### config.mk
export PLATFORM = sky130hd
export DESIGN_NAME = jtag_dr_master
export DESIGN_NICKNAME = d
export VERILOG_FILES = /design/src/rtl/jtag_dr_master.sv
export SDC_FILE = /design/constraint.sdc
export NUM_CORES = 1
export LEC_CHECK = 0
export BUFFER_PORTS_ARGS = -buffer_cell sky130_fd_sc_hd__buf_4
export CORE_MARGIN = 3
export CORE_UTILIZATION = 55
export CTS_CLUSTER_DIAMETER = 80
export CTS_CLUSTER_SIZE = 40
export DETAILED_ROUTE_END_ITERATION = 7
export HOLD_SLACK_MARGIN = 0.08
export PLACE_DENSITY = 0.76
export SETUP_SLACK_MARGIN = 0.02
export SLEW_MARGIN = 40
export SYNTH_ARGS = -nofsm -noshare
export SYNTH_HDL_FRONTEND = slang
export SYNTH_SLANG_ARGS = --single-unit
### constraint.sdc
create_clock -name clk -period 2.7 [get_ports clk]
set_input_delay 0.135 -clock clk [delete_from_list [all_inputs] [get_ports clk]]
set_output_delay 0.135 -clock clk [all_outputs]
set_load 0.03 [all_outputs]
### src/rtl/jtag_dr_master.sv
// JTAG initiator: resets the TAP, loads USER_IR, then shifts a DR_LENGTH-bit DR while capturing TDO.
// Optional JTAG_DR_MASTER_IR_CACHE_EN: after the first completed transaction, skip TLR/IR and start at SEL_DR2.
module jtag_dr_master #(
    parameter int unsigned IR_LENGTH = 6,
    parameter logic [IR_LENGTH-1:0] USER_IR = 6'h22,
    parameter int unsigned DR_LENGTH = 4,
    parameter int unsigned CLK_DIV = 2
) (
    input  logic                 clk,
    input  logic                 rst,
    input  logic                 start,
    input  logic [DR_LENGTH-1:0] wr_data,
    output logic [DR_LENGTH-1:0] rd_data,
    output logic                 busy,
    output logic                 done,
    output logic                 tck,
    output logic                 tms,
    output logic                 tdi,
    input  logic                 tdo
);

    localparam int unsigned LEN_MAX = (IR_LENGTH > DR_LENGTH) ?
                                      ((IR_LENGTH > 5) ? IR_LENGTH : 5) :
                                      ((DR_LENGTH > 5) ? DR_LENGTH : 5);
    localparam int unsigned CNT_W = $clog2(LEN_MAX);
    localparam int unsigned DIV_W = (CLK_DIV > 1) ? $clog2(CLK_DIV) : 1;

    typedef enum logic [3:0] {
        IDLE, TLR, RTI, SEL_DR, SEL_IR, CAP_IR, SH_IR, EX1_IR,
        UPD_IR, SEL_DR2, CAP_DR, SH_DR, EX1_DR, UPD_DR
    } state_t;

    state_t               state, state_nxt, start_state;
    logic [CNT_W-1:0]     bit_cnt, cnt_nxt, last_cnt;
    logic [DIV_W-1:0]     div_cnt;
    logic [IR_LENGTH-1:0] ir_sr, ir_sr_nxt;
    logic [DR_LENGTH-1:0] dr_sr, dr_sr_nxt, cap_sr;
    logic                 div_tick, tck_rise, tck_fall, accept, finish;
    logic                 tms_nxt, tdi_nxt;

    assign div_tick = (div_cnt == DIV_W'(CLK_DIV - 1));
    assign tck_rise = busy && !tck && div_tick;
    assign tck_fall = busy && tck && div_tick;
    assign accept   = (state == IDLE) && start && !done;

`ifdef JTAG_DR_MASTER_IR_CACHE_EN
    logic ir_loaded;

    always_ff @(posedge clk or posedge rst) begin
        if (rst)         ir_loaded <= 1'b0;
        else if (finish) ir_loaded <= 1'b1;
    end

    assign start_state = ir_loaded ? SEL_DR2 : TLR;
`else
    assign start_state = TLR;
`endif

    // Capture states take two TCKs: one into Capture, one on into Shift.
    always_comb begin
        case (state)
            TLR:            last_cnt = CNT_W'(4);
            CAP_IR, CAP_DR: last_cnt = CNT_W'(1);
            SH_IR:          last_cnt = CNT_W'(IR_LENGTH - 1);
            SH_DR:          last_cnt = CNT_W'(DR_LENGTH - 1);
            default:        last_cnt = CNT_W'(0);
        endcase
    end

    // State register
    always_ff @(posedge clk or posedge rst) begin
        if (rst) begin
            state   <= IDLE;
            bit_cnt <= '0;
        end else begin
            state   <= state_nxt;
            bit_cnt <= cnt_nxt;
        end
    end

    // Next state: advance one TCK per falling edge
    always_comb begin
        state_nxt = state;
        cnt_nxt   = bit_cnt;
        if (state == IDLE) begin
            if (accept) begin
                state_nxt = start_state;
                cnt_nxt   = '0;
            end
        end else if (tck_fall) begin
            if (bit_cnt == last_cnt) begin
                cnt_nxt = '0;
                case (state)
                    TLR:     state_nxt = RTI;
                    RTI:     state_nxt = SEL_DR;
                    SEL_DR:  state_nxt = SEL_IR;
                    SEL_IR:  state_nxt = CAP_IR;
                    CAP_IR:  state_nxt = SH_IR;
                    SH_IR:   state_nxt = EX1_IR;
                    EX1_IR:  state_nxt = UPD_IR;
                    UPD_IR:  state_nxt = SEL_DR2;
                    SEL_DR2: state_nxt = CAP_DR;
                    CAP_DR:  state_nxt = SH_DR;
                    SH_DR:   state_nxt = EX1_DR;
                    EX1_DR:  state_nxt = UPD_DR;
                    default: state_nxt = IDLE;
                endcase
            end else begin
                cnt_nxt = bit_cnt + CNT_W'(1);
            end
        end
    end

    // Output decode: TMS/TDI for the bit about to be driven
    always_comb begin
        ir_sr_nxt = ir_sr;
        dr_sr_nxt = dr_sr;
        tms_nxt   = 1'b0;
        tdi_nxt   = 1'b0;
        finish    = tck_fall && (state == UPD_DR);
        if (accept) begin
            ir_sr_nxt = USER_IR;
            dr_sr_nxt = wr_data;
        end else if (tck_fall && state == SH_IR) begin
            ir_sr_nxt = ir_sr >> 1;
        end else if (tck_fall && state == SH_DR) begin
            dr_sr_nxt = dr_sr << 1;
        end
        case (state_nxt)
            TLR, SEL_DR, SEL_IR, EX1_IR, SEL_DR2, EX1_DR: tms_nxt = 1'b1;
            SH_IR: begin
                tms_nxt = (cnt_nxt == CNT_W'(IR_LENGTH - 1));
                tdi_nxt = ir_sr_nxt[0];
            end
            SH_DR: begin
                tms_nxt = (cnt_nxt == CNT_W'(DR_LENGTH - 1));
                tdi_nxt = dr_sr_nxt[DR_LENGTH-1];
            end
            default: tms_nxt = 1'b0;
        endcase
    end

    // Registered JTAG pins, divider, shifters and handshake
    always_ff @(posedge clk or posedge rst) begin
        if (rst) begin
            tck     <= 1'b0;
            tms     <= 1'b1;
            tdi     <= 1'b0;
            busy    <= 1'b0;
            done    <= 1'b0;
            rd_data <= '0;
            div_cnt <= '0;
            ir_sr   <= '0;
            dr_sr   <= '0;
            cap_sr  <= '0;
        end else begin
            done  <= finish;
            ir_sr <= ir_sr_nxt;
            dr_sr <= dr_sr_nxt;
            if (accept)      busy <= 1'b1;
            else if (finish) busy <= 1'b0;
            if (busy) begin
                if (div_tick) begin
                    div_cnt <= '0;
                    tck     <= !tck;
                end else begin
                    div_cnt <= div_cnt + DIV_W'(1);
                end
            end
            if (accept || tck_fall) begin
                tms <= tms_nxt;
                tdi <= tdi_nxt;
            end
            if (tck_rise && state == SH_DR) cap_sr <= {cap_sr[DR_LENGTH-2:0], tdo};
            if (finish) rd_data <= cap_sr;
        end
    end

endmodule
==> metrics.txt <==
status=complete, no violations; Syn Std Cell Area=about 0.0018 mm^2; vias per cell=5.68; syn_nets=between 150 and 200; Slowest cell on crit path=dfrtp_2; Synth warnings=0; leading cell type in the layout, fill and taps excluded=dfrtp_1; largest net degree at the start of global routing=32; met2 global-route usage=37.3%; width of the die=63.2 um; Setup crit end kind=flip-flop; FF+latch area=778 um^2; CP Data Required Time=2.96 ns; final instance area=~0.0021 mm^2; drt wl/cell=15.7 um; min-delay worst type=in2reg; Fin. Hold Viols=0; GRT overflow=0; setup tns final=0 ns; core area=0.00308 mm^2; initial antenna violation count=0; Placed Cells=228; clk sink count=31; drt first pass iters=4; # rows=20; post-detail-place hpwl=2760 um; dpl cell area=0.00194 mm^2; vias in the first global route=between 1000 and 1500; critical path, cell by cell=ha_1 > nor4b_2 > a2111oi_4 > or2_0 > o31ai_2 > o31ai_4 > nor3b_2 > a2bb2oi_1 > a31oi_1; unrepaired setup endpoints after global routing=false; clock buffer depth=2; FFs w/ async S/R, synth=100%; type of the worst setup path=reg2reg; Tot GR Track Use=21.5%; Antenna Diode Count=0; CTS clk-pin slew, worst paths=0.10 ns; Reg2Reg Depth=9; clk_lat worst skew=around 0.34 ns; DRT Wirelength=roughly 3800 um; drt drc=0; Largest stage delay, worst path=0.45 ns; mean cell area of the mapped netlist=around 11 um^2; Primary FF master, synth=dfrtp_1; library cells used by synthesis=53; Synth Instances=171; layout cells sized above 1=31.8%; Synth Register Bits=31; fin crit period=between 2 and 2.5 ns; Worst Max-Slew Pin Slew=0.632 ns; MaxCap Viol Count=0; hold path depth=4; met1 track demand over resource=approximately a quarter; Synth-to-Final Area Change=16.7%; CTS tree=done; antenna viol nets, final=0; most frequent cells in the layout=dfrtp_1, nand2_1, buf_4; Final period util=92.5%; worst setup margin=0.202 ns; DR vias=1375; Leak Pwr=0.942 nW; P per Cell Area=1160 mW/mm^2; dpl ws=~0.15 ns; register area share after synthesis=a little over two fifths; FILL cells=240; Initial Utilization=roughly 59%; final slew viol count=0; clock root buffer=clkbuf_4; setup skew after layout=0.0121 ns; multi-input logic area=938 um^2; first-pass GRT wire length=6700 um; worst vdd ir=0.000514 V; Slew HR=a little under three fifths; port bufs=16; Final setup viols=0; GRT busiest layer=met2; IO Pins=17; Max Clock Freq=roughly 0.4 GHz; largest fanout on the critical path=6; Min Hold Slack=0.329 ns; Finished Layout Cells=242; Die Ht=~63 um; GPL Wtd Cong=0.883; Post-synth EDFFs=0; 1st-iter DRT viols=64; CP startpoint kind=flip-flop; total CTS buffers=5; crit path DAT=2.76 ns; nets=210; Global Route met3 Usage=between 4 and 5%; H-tree lvl count=2; Die Area=0.00400 mm^2
-- worst paths after layout --
| path | start | end | slack, ns |
|---|---|---|---|
| worst max register to register | state[0]$_DFF_PP0_ | tms$_DFFE_PP1P_ | 0.20 |
| worst min register to register | ir_sr[2]$_DFFE_PP0P_ | ir_sr[1]$_DFFE_PP0P_ | 0.49 |
| max in group asynchronous | rst | tms$_DFFE_PP1P_ | 1.96 |
| min in group asynchronous | rst | cap_sr[2]$_DFFE_PP0P_ | 0.42 |
| worst min-delay path | start | bit_cnt[2]$_DFF_PP0_ | 0.33 |
| worst max-delay path | state[0]$_DFF_PP0_ | tms$_DFFE_PP1P_ | 0.20 |
-- cell families (layout without fill, tap and decap cells) --
logic type	Yosys count	count (layout)	synth area share [%]
xor+xnor	3	3	1.46
mux	14	14	8.68
compound gates	37	37	16.7
simple gates	66	66	21.1
fa+ha+maj	5	5	3.47
buf+inv	15	42	5.49
flops	31	31	43.1
-- critical path, delay by kind of cell (launching register included) --
family / cells / cell delay, ns
adders and majority gates: 1 / 0.32
AOI/OAI and AO/OA: 5 / 0.76
and+or+nand+nor: 3 / 0.89
DFF: 1 / 0.45
-- where the power goes --
part / switching (mW) / internal (mW) / total [mW]
Sequential: 0.165 / 0.611 / 0.776
Clock: 0.159 / 0.219 / 0.377
Combinational: 0.745 / 0.537 / 1.28
Total: 1.07 / 1.37 / 2.44
-- what timing repair did --
item | in CTS | in global routing
hold buffers | 6 | 0
endpoints found under the setup margin | 0 | 2
resized for setup | 0 | 3
hold endpoints to repair | 35 | 0
buffers inserted | 0 | 0
-- cell usage after synthesis, types with 2 or more instances --
master	n	area share, %
dfrtp_1	30	42
nand2_1	23	4.8
o21ai_0	13	3.6
nor2_1	11	2.3
mux2_2	9	5.6
nand3_1	8	2.2
inv_1	6	1.2
ha_1	5	3.5
a21oi_1	4	1.1
mux2i_1	4	2.2
nor3_1	3	0.83
nor3b_1	3	1.2
a2bb2oi_1	2	0.97
and3_1	2	0.69
buf_6	2	1.2
buf_8	2	1.7
clkbuf_1	2	0.42
nand2b_1	2	0.69
nor2_2	2	0.69
nor3b_2	2	1.4
o22ai_1	2	0.69
o31ai_2	2	1.4
xnor2_1	2	0.97
-- per-stage QoR --
| step | total power [mW] | util (%) |
|---|---|---|
| after floorplan | 1.82 | - |
| after global placement | 1.99 | 63.1 |
| after detailed placement | 2.04 | 63.1 |
| after CTS | 2.43 | 67.8 |
| after global routing | 2.63 | 68.3 |
| final | 2.44 | 68.3 |
-- per-layer routing --
metal	wire length, um	vias up
met3	112	7
met1	1600	682
li1	-	662
met2	2050	24
met5	0	-
met4	52	0
-- cell type report --
type	count	share of cell area, %
well taps	44	2.62
clock inverters	2	1.67
repair buffers	27	10.4
clock buffers	6	2.44
multi-input cells	125	44.6
flip-flops and latches	31	37.0
inverters	7	1.25
-- sequential cells by signal (all words and copies together), names as in the netlist --
name / count
busy: 1
done: 1
dr_sr: 4
cap_sr: 4
bit_cnt: 3
rd_data: 4
div_cnt: 1
ir_sr: 6
state: 4
tck: 1
tdi: 1
tms: 1
No activity file was read; power rests on OpenSTA's default activity.
